--- config.mk ---
export PLATFORM = sky130hd
export DESIGN_NAME = axis_video_pattern_gen
export DESIGN_NICKNAME = d
export VERILOG_FILES = /design/src/rtl/video_pattern_pkg.sv /design/src/rtl/axis_video_pattern_gen_lfsr16.sv /design/src/rtl/axis_video_pattern_gen.sv
export SDC_FILE = /design/constraint.sdc
export NUM_CORES = 1
export LEC_CHECK = 0
export ABC_AREA = 1
export BUFFER_PORTS_ARGS = -buffer_cell sky130_fd_sc_hd__buf_2
export CORE_MARGIN = 2
export CORE_UTILIZATION = 45
export DETAILED_ROUTE_END_ITERATION = 10
export PLACE_DENSITY = 0.73
export SYNTH_ARGS = -nofsm -noshare
export SYNTH_HDL_FRONTEND = slang
export SYNTH_SLANG_ARGS = --single-unit
--- constraint.sdc ---
create_clock -name i_sys_clk -period 2.3 [get_ports i_sys_clk]
set_clock_uncertainty 0.1 [all_clocks]
set_input_delay 0.46 -clock i_sys_clk [delete_from_list [all_inputs] [get_ports i_sys_clk]]
set_output_delay 0.46 -clock i_sys_clk [all_outputs]
set_load 0.05 [all_outputs]
--- src/rtl/video_pattern_pkg.sv ---
// Shared types and constants for the AXI4-Stream video pattern generator.
// Pure declarations: no latency, no flow control.
package video_pattern_pkg;

    typedef enum logic [2:0] {
        MODE_HRAMP = 3'd0,
        MODE_VRAMP = 3'd1,
        MODE_CHECK = 3'd2,
        MODE_CONST = 3'd3,
        MODE_NOISE = 3'd4
    } pattern_mode_t;

    typedef enum logic [1:0] {
        ST_IDLE   = 2'd0,
        ST_ACTIVE = 2'd1,
        ST_HBLANK = 2'd2,
        ST_VBLANK = 2'd3
    } gen_state_t;

    localparam logic [15:0] LFSR_SEED = 16'hACE1;
    // x^16+x^14+x^13+x^11+1 in right-shifting form: feedback from bits 0,2,3,5.
    localparam logic [15:0] LFSR_TAPS = 16'h002D;

endpackage

--- src/rtl/axis_video_pattern_gen_lfsr16.sv ---
// 16-bit Fibonacci LFSR; new state one cycle after en, reseed wins over en.
// No flow control: the caller gates en with its own handshake.
module lfsr16
    import video_pattern_pkg::*;
(
    input  logic        clk,
    input  logic        rst_n,
    input  logic        en,
    input  logic        reseed,
    output logic [15:0] state
);

    logic fb;

    assign fb = ^(state & LFSR_TAPS);

    always_ff @(posedge clk or negedge rst_n) begin
        if (!rst_n) begin
            state <= LFSR_SEED;
        end else if (reseed) begin
            state <= LFSR_SEED;
        end else if (en) begin
            state <= {fb, state[15:1]};
        end
    end

endmodule

--- src/rtl/axis_video_pattern_gen.sv ---
// AXI4-Stream video source with selectable patterns and line/frame blanking; tvalid one cycle after start.
// Backpressure: beat outputs hold while tready=0; position and LFSR advance only on accepted beats.
module axis_video_pattern_gen
    import video_pattern_pkg::*;
#(
    parameter int DATA_WIDTH = 8,
    parameter int CHANNELS   = 3,
    parameter int WIDTH      = 1280,
    parameter int HEIGHT     = 1024,
    parameter int H_BLANK    = 16,
    parameter int V_BLANK    = 64,
    parameter int CHECK_LOG2 = 5
) (
    input  logic                           i_sys_clk,
    input  logic                           i_sys_aresetn,
    input  logic                           i_start,
    input  logic                           i_continuous,
    input  logic                           i_enable,
    input  logic [2:0]                     i_mode,
    input  logic [DATA_WIDTH-1:0]          i_const_value,
    output logic [CHANNELS*DATA_WIDTH-1:0] m_axis_tdata,
    output logic                           m_axis_tvalid,
    input  logic                           m_axis_tready,
    output logic                           m_axis_tuser,
    output logic                           m_axis_tlast,
    output logic                           o_busy,
    output logic [15:0]                    o_frame_cnt
);

    localparam int XW      = $clog2(WIDTH);
    localparam int YW      = $clog2(HEIGHT);
    localparam int BMAX    = (H_BLANK > V_BLANK) ? H_BLANK : V_BLANK;
    localparam int BW      = (BMAX > 1) ? $clog2(BMAX) : 1;
    localparam int HB_LAST = (H_BLANK > 0) ? H_BLANK - 1 : 0;
    localparam int VB_LAST = (V_BLANK > 0) ? V_BLANK - 1 : 0;

    gen_state_t                    state, state_nxt;
    logic [XW-1:0]                 x;
    logic [YW-1:0]                 y;
    logic [BW-1:0]                 blank_cnt;
    logic [2:0]                    mode_q;
    logic [15:0]                   lfsr;
    logic                          launch;
    logic                          accept;
    logic                          line_end;
    logic                          frame_end;
    logic                          restart_ok;
    logic [31:0]                   x_ext;
    logic [31:0]                   y_ext;
    logic                          checker_on;
    logic [CHANNELS*DATA_WIDTH-1:0] pix;

    assign restart_ok = i_continuous & i_enable;
    assign accept     = (state == ST_ACTIVE) & m_axis_tready;
    assign line_end   = (x == XW'(WIDTH - 1));
    assign frame_end  = line_end & (y == YW'(HEIGHT - 1));

    always_ff @(posedge i_sys_clk or negedge i_sys_aresetn) begin
        if (!i_sys_aresetn) begin
            state <= ST_IDLE;
        end else begin
            state <= state_nxt;
        end
    end

    // launch marks every frame start: it latches the mode and reseeds the LFSR.
    always_comb begin
        state_nxt = state;
        launch    = 1'b0;
        case (state)
            ST_IDLE: begin
                if (i_start | restart_ok) begin
                    state_nxt = ST_ACTIVE;
                    launch    = 1'b1;
                end
            end
            ST_ACTIVE: begin
                if (accept && line_end) begin
                    if (frame_end) begin
                        if (V_BLANK > 0) begin
                            state_nxt = ST_VBLANK;
                        end else if (restart_ok) begin
                            launch = 1'b1;
                        end else begin
                            state_nxt = ST_IDLE;
                        end
                    end else if (H_BLANK > 0) begin
                        state_nxt = ST_HBLANK;
                    end
                end
            end
            ST_HBLANK: begin
                if (blank_cnt == BW'(HB_LAST)) begin
                    state_nxt = ST_ACTIVE;
                end
            end
            ST_VBLANK: begin
                if (blank_cnt == BW'(VB_LAST)) begin
                    if (restart_ok) begin
                        state_nxt = ST_ACTIVE;
                        launch    = 1'b1;
                    end else begin
                        state_nxt = ST_IDLE;
                    end
                end
            end
            default: state_nxt = ST_IDLE;
        endcase
    end

    always_comb begin
        m_axis_tvalid = (state == ST_ACTIVE);
        m_axis_tuser  = (state == ST_ACTIVE) && (x == '0) && (y == '0);
        m_axis_tlast  = (state == ST_ACTIVE) && line_end;
        o_busy        = (state != ST_IDLE);
    end

    always_ff @(posedge i_sys_clk or negedge i_sys_aresetn) begin
        if (!i_sys_aresetn) begin
            x           <= '0;
            y           <= '0;
            blank_cnt   <= '0;
            mode_q      <= '0;
            o_frame_cnt <= '0;
        end else begin
            if (launch) begin
                mode_q <= i_mode;
            end
            // Counts cycles spent in a blanking state; cleared on every state change.
            if ((state_nxt == state) && ((state == ST_HBLANK) || (state == ST_VBLANK))) begin
                blank_cnt <= blank_cnt + 1'b1;
            end else begin
                blank_cnt <= '0;
            end
            if (accept) begin
                if (line_end) begin
                    x <= '0;
                    if (frame_end) begin
                        y           <= '0;
                        o_frame_cnt <= o_frame_cnt + 16'd1;
                    end else begin
                        y <= y + 1'b1;
                    end
                end else begin
                    x <= x + 1'b1;
                end
            end
        end
    end

    lfsr16 u_lfsr (
        .clk    (i_sys_clk),
        .rst_n  (i_sys_aresetn),
        .en     (accept),
        .reseed (launch),
        .state  (lfsr)
    );

    // Pixel is a pure function of registered position/mode/LFSR, so it holds during stalls.
    always_comb begin
        x_ext      = 32'(x);
        y_ext      = 32'(y);
        checker_on = x_ext[CHECK_LOG2] ^ y_ext[CHECK_LOG2];
        pix        = '0;
        for (int c = 0; c < CHANNELS; c++) begin
            case (mode_q)
                MODE_HRAMP: pix[c*DATA_WIDTH +: DATA_WIDTH] = DATA_WIDTH'(x_ext + 32'(c));
                MODE_VRAMP: pix[c*DATA_WIDTH +: DATA_WIDTH] = DATA_WIDTH'(y_ext + 32'(c));
                MODE_CHECK: pix[c*DATA_WIDTH +: DATA_WIDTH] = {DATA_WIDTH{checker_on}};
                MODE_CONST: pix[c*DATA_WIDTH +: DATA_WIDTH] = i_const_value;
                MODE_NOISE: pix[c*DATA_WIDTH +: DATA_WIDTH] = DATA_WIDTH'(lfsr);
                default:    pix[c*DATA_WIDTH +: DATA_WIDTH] = '0;
            endcase
        end
        m_axis_tdata = (state == ST_ACTIVE) ? pix : '0;
    end

endmodule

==> run summary, run 1 <==
Status: finished, violations left
Violated checks: negative setup slack
Root buf cell: clkbuf_8
ANT cells: 0
CP most frequent cell: nand2_1
DRC Markers: 0
Clock buffer depth: 2
Post-Syn Nets: 610
Final net count: 762
ANT nets after route: 0
Least-Margin Pin Slew: 0.4865 ns
I/O Buffers: 60
Comb pwr share: 0.700
Static Leak: 3.025 nW
Layout Utilization: 0.6872
Die Area: 0.01024 mm²
Met3 Use GR: 0.03796
Final WS setup: -0.5885 ns
Slowest-stage cell, CP: dfrtp_1
Peak VDD IR: 0.9157 mV
Post-Route WL: 12800 µm
Top cell type's share of synthesized area: 0.3297
Share of cells above drive strength 1: 0.3962
Antenna violations before repair: 0
Via density: 5.264
Reg power frac: 0.182
Netlist cell types: 41
Post-synth EDFFs: 0
CP endpoint kind: output pin
Placed insts: 801
Power per cell area: 1426 mW/mm²
Post-synth top area cell: dfrtp_1
CTS hold repair buffers: 0
Vias in the first global route: 4336
Final GP Congestion: 0.9622
GRT Util Overall: 0.2568
Unrepaired setup endpoints after global routing: true
Dominant cells by area after synthesis: dfrtp_1 33%, nand2_1 11%, inv_1 6.4%
Max-capacitance violation count: 0
Final cell count without fillers: 848
CTS sink cnt: 64
Number of buffers created by CTS: 9
Worst path arrival time: 2.33 ns
Seq/Total Area, Yosys: 0.3792
Clk Latency, worst-skew pair: 0.34 ns
Area Growth Syn to Fin: 48.69%
Die Ht: 101.2 µm
DR iter-0 viols: 292
Pwr Total: 0.009013 W
Num rows: 35
FMAX: 0.3462 GHz
Die X-Extent: 101.2 µm
Largest net degree at the start of global routing: 65
M2 GR Usage: 0.4457
Syn. warnings: 0
Final count of negative-setup-slack endpoints: 25
Routed vias: 4464
Total congestion overflow: 0
Min Tclk post-route: 2.888 ns
Clock slew at reported path FFs: 0.07 ns
DR WL/cell: 15.10 µm
Critical setup path kind: reg2out
CTS tree: built
Critical Path Source Type: flop
Relative slew slack: 0.6742
Post-Synthesis Cells: 580
#FFs+latches synth: 64
I/O Pins: 61
Starting Density: 0.4622
CP required: 1.74 ns
Post-route setup TNS: -10.14 ns
HPWL Detailed: 8876 µm
Sw Pwr: 0.004442 W
GR peak layer: met2
Biggest cell delay along the critical path: 0.41 ns
Pint: 0.004571 W
Netlist Area Pre-Place: 0.004250 mm²
CTS H-tree lvls: 3
Switch share: 0.4928
Core box area: 0.009196 mm²
Cell breakdown of the critical path: inv_2 -> nand2_4 -> nor2_4 -> buf_4 -> nand2_2 -> o21ai_2 -> nand2_1 -> nor2_4 -> nand2_1 -> nand2_1 -> nand3_1 -> a21oi_4 -> buf_6
Fraction of registers with async set/reset: 1.000
M1 GR Usage: 0.3239
Tightest hold margin: 0.03365 ns
Pre-Repair DR Iteration Count: 5
Critical path fanouts, max: 6
Post-synth top flop: dfrtp_1
Final hold violation count: 0
Clock Power Share: 0.118
Syn avg cell area: 7.328 µm²
Global-route wire length before repair: 20800 µm
Max-slew violations: 0
Hold Path Class: in2async
Post-route clock period utilization: 1.256
==> power groups by stage <==
stage / clock, W / sequential (W) / combinational, W
after global routing: 0.00114 / 0.00167 / 0.00669
after detailed placement: 0 / 0.00164 / 0.00487
after CTS: 0.00109 / 0.00163 / 0.00582
after floorplan: 0 / 0.00161 / 0.00347
final: 0.00106 / 0.00164 / 0.00631
after global placement: 0 / 0.00162 / 0.00481
==> through the flow <==
step / setup WS (ns) / area [µm²]
after global placement: -0.2574 / 5403
after floorplan: -0.2785 / 4558
final: -0.5885 / 6320
after CTS: -0.5135 / 6118
after detailed placement: -0.3219 / 5403
after global routing: -0.7103 / 6320
==> synth_stat cells, types with 3 or more instances <==
| library cell | n |
|---|---|
| xor2_1 | 14 |
| buf_4 | 4 |
| nand3_1 | 49 |
| o21ai_0 | 37 |
| nand4_1 | 10 |
| nor2_1 | 64 |
| nor3_1 | 6 |
| nand2_1 | 125 |
| dfrtp_1 | 56 |
| xnor2_1 | 15 |
| a21oi_1 | 37 |
| nand2_2 | 7 |
| a31oi_1 | 4 |
| o21ai_2 | 4 |
| nor2_2 | 5 |
| nand3b_1 | 3 |
| clkbuf_1 | 5 |
| ha_1 | 13 |
| nor2_4 | 4 |
| o21ai_1 | 6 |
| dfstp_2 | 8 |
| inv_1 | 73 |
| inv_2 | 4 |
| o211ai_1 | 4 |
==> final timing paths <==
path | start | end | slack [ns] | depth (start not counted)
min in group i_sys_clk | i_mode[1] | mode_q[1] | 0.23 | 3
hold reg to reg | blank_cnt[0] | blank_cnt[0] | 0.38 | 1
setup reg to reg | x[1] | blank_cnt[1] | 0.15 | 14
hold / removal | i_sys_aresetn | u_lfsr.state[3] | 0.03 | 2
max in group asynchronous | i_sys_aresetn | u_lfsr.state[13] | 1.76 | 2
setup / recovery | mode_q[2] | m_axis_tdata[23] | -0.59 | 13
==> critical path, delay by kind of cell (launching register included) <==
kind | cells | cell delay, ns
buf+inv | 3 | 0.47
compound gates | 2 | 0.23
simple gates | 8 | 0.87
flops | 1 | 0.41
==> kinds of logic (layout without fill, tap and decap cells) <==
logic type,Yosys count,count (layout),share of synthesized area
flops,64,64,0.3792
compound gates,98,98,0.1263
simple gates,284,284,0.3073
buf+inv,92,249,0.08920
fa+ha+maj,13,13,0.03827
xor+xnor,29,29,0.05976
==> final cells by class <==
cell class                      count  area, µm²
Tap cell                          111      138.9
Clock buffer                       13      148.9
Fill cell                         700       2877
Multi-Input combinational cell    424       2798
Clock inverter                      3      65.06
Timing Repair Buffer              155       1250
Inverter                           78      305.3
Sequential cell                    64       1614
==> placed cells by master, fill, tap and decap left out, drive strengths merged, types with 8 or more instances in the layout <==
cell / n
a21oi: 37
dfstp: 8
xnor2: 15
xor2: 14
ha: 13
nand2: 133
buf: 155
clkbuf: 13
nor2: 75
nand4: 10
nand3: 51
o21ai: 47
inv: 77
dfrtp: 56
==> state kept, by name (all words and copies together), names as in the netlist <==
signal        count
blank_cnt         6
o_frame_cnt      16
x                11
state             2
u_lfsr.state     16
mode_q            3
y                10
==> what timing repair did <==
action | CTS | global route
setup buffers | 24 | 10
gates cloned | 0 | 0
endpoints found under the setup margin | 26 | 44
pin swaps | 19 | 15
resized for setup | 105 | 38
==> routing by layer <==
metal  up-vias  wire, µm
li1       2194         -
met4         0       425
met1      2078      5303
met2       161      6451
met5         -         0
met3        31       622
No activity file was read; power rests on OpenSTA's default activity.
==> run 2: changes to the inputs <==
--- a/config.mk
+++ b/config.mk
@@ -10,7 +10,7 @@
 export CORE_MARGIN = 2
 export CORE_UTILIZATION = 45
 export DETAILED_ROUTE_END_ITERATION = 10
-export PLACE_DENSITY = 0.73
+export PLACE_DENSITY = 0.7
 export SYNTH_ARGS = -nofsm -noshare
 export SYNTH_HDL_FRONTEND = slang
 export SYNTH_SLANG_ARGS = --single-unit
==> constraint.sdc (replaced) <==
create_clock -name i_sys_clk -period 3.15 [get_ports i_sys_clk]
set_clock_uncertainty 0.1 [all_clocks]
set_input_delay 0.63 -clock i_sys_clk [delete_from_list [all_inputs] [get_ports i_sys_clk]]
set_output_delay 0.63 -clock i_sys_clk [all_outputs]
set_load 0.05 [all_outputs]
==> run summary, run 2 (synthesized netlist as in run 1, its figures left out) <==
Routed vias: 4096 (-8.2%)
Total congestion overflow: 0 (unchanged)
Static Leak: 2.541 nW (-16%)
HPWL Detailed: 8193 µm (-7.7%)
I/O Buffers: 60 (unchanged)
ANT nets after route: 0 (unchanged)
Final hold violation count: 0 (unchanged)
FMAX: 0.3283 GHz
Vias in the first global route: 3813 (-12%)
DRC Markers: 0 (unchanged)
CP endpoint kind: output pin
Number of buffers created by CTS: 9 (unchanged)
Comb pwr share: 0.615 (-0.085)
Reg power frac: 0.246 (+0.064)
Commonest non-fill, non-tap cells in the layout: 122 x nand2_1, 70 x inv_1, 61 x nor2_1, 55 x dfrtp_1, 51 x buf_2
Placed insts: 753 (-6.0%)
Die X-Extent: 101.2 µm (unchanged)
Switch share: 0.5326 (+0.03983)
ANT cells: 0 (unchanged)
CTS tree: built
Max-slew violations: 0 (unchanged)
Peak VDD IR: 0.5989 mV (-35%)
Post-route clock period utilization: 0.9669
Antenna violations before repair: 0 (unchanged)
Largest net degree at the start of global routing: 65 (unchanged)
Least-Margin Pin Slew: 0.8191 ns (+0.3326 ns)
Core box area: 0.009196 mm² (unchanged)
Area Growth Syn to Fin: 19.96%
Critical setup path kind: reg2out
Clock Power Share: 0.140 (+0.022)
Final count of negative-setup-slack endpoints: 0 (-100%)
R2R setup slack: 0.63 ns (+0.48 ns)
Biggest regs: o_frame_cnt (16), u_lfsr.state (16), x (11)
CP required: 2.42 ns (+0.68 ns)
Biggest cell delay along the critical path: 0.45 ns (+0.04 ns)
Hold Path Class: in2async
Power per cell area: 967.9 mW/mm² (-32%)
Via density: 5.285 (+0.40%)
Max-capacitance violation count: 0 (unchanged)
Final net count: 690 (-9.4%)
Share of cells above drive strength 1: 0.2364 (-0.1598)
CTS sink cnt: 64 (unchanged)
Starting Density: 0.4622 (unchanged)
Die Ht: 101.2 µm (unchanged)
Global-route wire length before repair: 18200 µm (-13%)
Min Tclk post-route: 3.046 ns
Critical Path Source Type: flop
Status: finished clean
Tightest hold margin: 0.3580 ns (+0.3243 ns)
I/O Pins: 61 (unchanged)
Commonest non-fill, non-tap cell in the layout: nand2_1
CTS H-tree lvls: 3 (unchanged)
Critical path fanouts, max: 8 (+2)
Final GP Congestion: 1.024 (+6.4%)
DR iter-0 viols: 398 (+36%)
Final cell count without fillers: 775 (-8.6%)
Root buf cell: clkbuf_8
Slowest-stage cell, CP: dfrtp_2
DR WL/cell: 14.26 µm (-5.5%)
Clock buffer depth: 2 (unchanged)
Worst reg2reg path depth: 10 (-4)
Cell breakdown of the critical path: inv_2 -> nand2_4 -> nor2_4 -> buf_6 -> o21ai_2 -> buf_6 -> ha_4 -> nand2_2 -> inv_2 -> nor2_2 -> o21ai_1 -> a21oi_1 -> buf_4
Layout Utilization: 0.5544 (-0.1328)
Post-Route WL: 11050 µm (-14%)
Relative slew slack: 0.4539 (-0.2203)
Pint: 0.002306 W (-50%)
Clock slew at reported path FFs: 0.08 ns (about the same)
Clk Latency, worst-skew pair: 0.34 ns (about the same)
Worst path arrival time: 2.32 ns (about the same)
Die Area: 0.01024 mm² (unchanged)
GRT Util Overall: 0.2244 (-0.03234)
Pre-Repair DR Iteration Count: 5 (unchanged)
CTS hold repair buffers: 0 (unchanged)
Num rows: 35 (unchanged)
Sw Pwr: 0.002629 W (-41%)
## run 2: cell types whose count changed in the layout (fill, tap and decap cells not counted), moves of 7 or more
cell	delta
a21oi_1	+12
a21oi_4	-14
buf_2	+17
buf_4	-57
buf_6	-31
inv_1	+7
nand2_1	+12
nor2_1	+14
nor2_2	-8
## run 2: cell type report
cell class / instances / area, µm²
multi-input combinational: 424 / 2352
timing repair buffer: 82 / 503.0
clock inverter: 5 / 57.56
timing repair inverter: 1 / 7.507
tap: 111 / 138.9
inverter: 78 / 299.0
fill: 864 / 4098
sequential: 64 / 1613
clock buffer: 10 / 127.6
## run 2: worst max-delay path: cells and delay by family, from the launching register on
kind | cells | cell delay (ns)
compound gates | 3 | 0.30
buf+inv | 5 | 0.66
fa+ha+maj | 1 | 0.16
flops | 1 | 0.45
simple gates | 4 | 0.38
## run 2: layer usage
metal	up-vias	wire, µm	track usage
met2	136	5036	0.3469
met4	0	334	0.09356
met5	-	0	0
met3	27	541	0.03451
li1	2040	-	-
met1	1893	5140	0.3160
## run 2: path summary, 6_finish.rpt
path / end / startpoint
min in group i_sys_clk: blank_cnt[0] / blank_cnt[0]
max in group asynchronous: mode_q[2] / i_sys_aresetn
worst max-delay path: m_axis_tdata[10] / mode_q[2]
worst max register to register: y[7] / state[1]
worst min-delay path: mode_q[1] / i_sys_aresetn
worst min register to register: blank_cnt[0] / blank_cnt[0]
## run 2: through the flow
step	setup TNS, ns	setup WS [ns]	instance area (µm²)	total power (W)
floorplan	0	0.06318	4270	0.003277
global placement	0	0.2311	4746	0.003918
detailed placement	0	0.1761	4746	0.003942
CTS	0	0.01219	4974	0.004706
global route	-0.09271	-0.02579	5099	0.005270
finish	0	0.1042	5099	0.004935
## run 2: what timing repair did
action | CTS | global route
pin swaps | 0 | 6
gates resized for setup | 11 | 33
cloned | 0 | 1
setup endpoints to repair | 6 | 21
endpoints found under the hold margin | 0 | 0
buffers inserted | 2 | 4
## run 2: power groups by stage
stage / clock network (W) / registers [W] / logic, W
3_3_place_gp: 0 / 0.00121 / 0.00271
6_report: 0.000690 / 0.00121 / 0.00303
5_1_grt: 0.000736 / 0.00123 / 0.00330
4_1_cts: 0.000704 / 0.00121 / 0.00280
3_5_place_dp: 0 / 0.00122 / 0.00272
2_1_floorplan: 0 / 0.00117 / 0.00211
==> run 3: changes to the inputs <==
==> constraint.sdc (replaced) <==
create_clock -name i_sys_clk -period 3.7 [get_ports i_sys_clk]
set_clock_uncertainty 0.1 [all_clocks]
set_input_delay 0.74 -clock i_sys_clk [delete_from_list [all_inputs] [get_ports i_sys_clk]]
set_output_delay 0.74 -clock i_sys_clk [all_outputs]
set_load 0.05 [all_outputs]
==> run summary, run 3 (synthesized netlist as in run 1, its figures left out) <==
Status: finished clean
I/O Pins: 61 (unchanged)
Critical path fanouts, max: 8 (unchanged)
Least-Margin Pin Slew: 1.026 ns (+0.2072 ns)
Place WS: 0.1795 ns (+0.003388 ns)
ANT nets after route: 0 (unchanged)
Starting Density: 0.4622 (unchanged)
CP required: 2.86 ns (+0.44 ns)
GRT Util Overall: 0.2251 (+0.0006461)
Core box area: 0.009196 mm² (unchanged)
Routed vias: 4057 (-0.95%)
Peak VDD IR: 0.4864 mV (-19%)
Die X-Extent: 101.2 µm (unchanged)
CTS tree: built
Final WS setup: 0.2409 ns (+0.1367 ns)
Final net count: 675 (-2.2%)
Commonest non-fill, non-tap cell in the layout: nand2_1
Hold path endpoint: blank_cnt[0]
Clock slew at reported path FFs: 0.08 ns (about the same)
Pwr Total: 0.004010 W (-19%)
Worst path arrival time: 2.62 ns (+0.30 ns)
Num rows: 35 (unchanged)
Placed insts: 741 (-1.6%)
Max-slew violations: 0 (unchanged)
Clock buffer depth: 2 (unchanged)
Via density: 5.331 (+0.87%)
Static Leak: 2.480 nW (-2.4%)
Layout fillers: 888 (+2.8%)
Cell breakdown of the critical path: inv_2 -> nand2_2 -> nor2_4 -> nand2_1 -> o21ai_2 -> ha_4 -> inv_1 -> nor2_4 -> inv_1 -> o21ai_0 -> nand3_1 -> a21oi_1 -> buf_4
Hold Crit Start: blank_cnt[0]
Post-route clock period utilization: 0.9349
M2 GR Usage: 0.3591 (+0.01223)
Share of cells above drive strength 1: 0.1923 (-0.04414)
Global-route wire length before repair: 18250 µm (+0.30%)
Number of buffers created by CTS: 9 (unchanged)
GR peak layer: met2
Antenna violations before repair: 0 (unchanged)
Slowest-stage cell, CP: dfrtp_1
R2R setup slack: 0.91 ns (+0.28 ns)
I/O Buffers: 60 (unchanged)
CP endpoint kind: output pin
Reg2reg start: state[1]
Pre-Repair DR Iteration Count: 5 (unchanged)
Hold Path Class: reg2reg
Post-Route WL: 11020 µm (-0.30%)
Layout Utilization: 0.5333 (-0.02109)
Power per cell area: 817.7 mW/mm² (-16%)
Area Growth Syn to Fin: 15.40%
FMAX: 0.2891 GHz
Root buf cell: clkbuf_8
M1 GR Usage: 0.3044 (-0.01153)
Critical Path Source Type: flop
Commonest non-fill, non-tap cells in the layout: 125 x nand2_1, 73 x inv_1, 63 x nor2_1, 59 x buf_2, 56 x dfrtp_1
Total congestion overflow: 0 (unchanged)
HPWL Detailed: 8225 µm (+0.39%)
Final cell count without fillers: 761 (-1.8%)
Relative slew slack: 0.3158 (-0.1381)
Final GP Congestion: 0.9476 (-7.5%)
Max-capacitance violation count: 0 (unchanged)
CTS sink cnt: 64 (unchanged)
Worst R2R End: y[7]
Clk Latency, worst-skew pair: 0.35 ns (about the same)
Met3 Use GR: 0.03934 (+0.004831)
Die Ht: 101.2 µm (unchanged)
Die Area: 0.01024 mm² (unchanged)
Final count of negative-setup-slack endpoints: 0 (unchanged)
CTS H-tree lvls: 3 (unchanged)
Biggest cell delay along the critical path: 0.47 ns (+0.02 ns)
Min Tclk post-route: 3.459 ns
Biggest regs: o_frame_cnt (16), u_lfsr.state (16), x (11)
DR WL/cell: 14.48 µm (+1.5%)
DR iter-0 viols: 307 (-23%)
Worst reg2reg path depth: 10 (unchanged)
Hold Path Stages: 1
Vias in the first global route: 3879 (+1.7%)
ANT cells: 0 (unchanged)
Critical setup path kind: reg2out
CTS hold repair buffers: 0 (unchanged)
DRC Markers: 0 (unchanged)
Largest net degree at the start of global routing: 45 (-31%)
Final hold violation count: 0 (unchanged)
-- run 3: cell types whose count changed in the layout (fill, tap and decap cells not counted), sizes merged --
cell and delta:
clkbuf +2, clkinvlp -1, clkinv -3, buf -12
-- run 3: how the worst max path moves through the flow --
stage	start	endpoint	slack, ns	cells after the start
CTS	mode_q[2]	m_axis_tdata[13]	0.004	13
finish	mode_q[2]	m_axis_tdata[13]	0.24	13
floorplan	state[1]	m_axis_tuser	0.09	4
global route	mode_q[1]	m_axis_tdata[13]	-0.03	13
detailed placement	mode_q[2]	m_axis_tdata[13]	0.18	13
global placement	mode_q[1]	m_axis_tdata[13]	0.28	13
-- run 3: layout make-up --
type	instances	area, µm²	share of cell area
well taps	111	138.9	0.02832
flip-flops and latches	64	1612	0.3286
clock buffers	14	162.7	0.03316
inverters	78	295.3	0.06020
multi-input cells	424	2296	0.4681
clock inverters	2	37.54	0.007653
repair buffers	68	362.8	0.07398
-- run 3: layer usage --
layer  wire, µm  part of all wire  vias up
met4        361             0.033        0
met5          0                 0        -
met3        624             0.057       30
met2       5069              0.46      134
li1           -                 -     2005
met1       4965              0.45     1888
-- run 3: per-stage QoR --
| step | hold WS [ns] | area [µm²] | TNS, ns |
|---|---|---|---|
| after global routing | 0.3803 | 4905 | -0.02769 |
| after global placement | 0.3527 | 4636 | 0 |
| after detailed placement | 0.3544 | 4636 | 0 |
| final | 0.3582 | 4905 | 0 |
| after CTS | 0.3630 | 4843 | 0 |
| after floorplan | 0.3319 | 4250 | 0 |
-- run 3: power breakdown --
| group | switching [W] | internal [W] |
|---|---|---|
| clock | 0.000276 | 0.000350 |
| combinational | 0.00172 | 0.000610 |
| sequential | 0.000167 | 0.000888 |
-- run 3: repair_timing --
item,CTS,global route
resized for setup,2,8
pin swaps,0,2
endpoints found under the setup margin,3,7
endpoints found under the hold margin,0,0
buffers inserted,0,4
-- run 3: worst max-delay path, delay by kind of cell, from the launching register on --
family	cells	cell delay, ns
flip-flops	1	0.47
buffers and inverters	4	0.47
adder cells (fa/ha/maj)	1	0.22
AO/OA/AOI/OAI	3	0.45
AND/OR/NAND/NOR	5	0.66
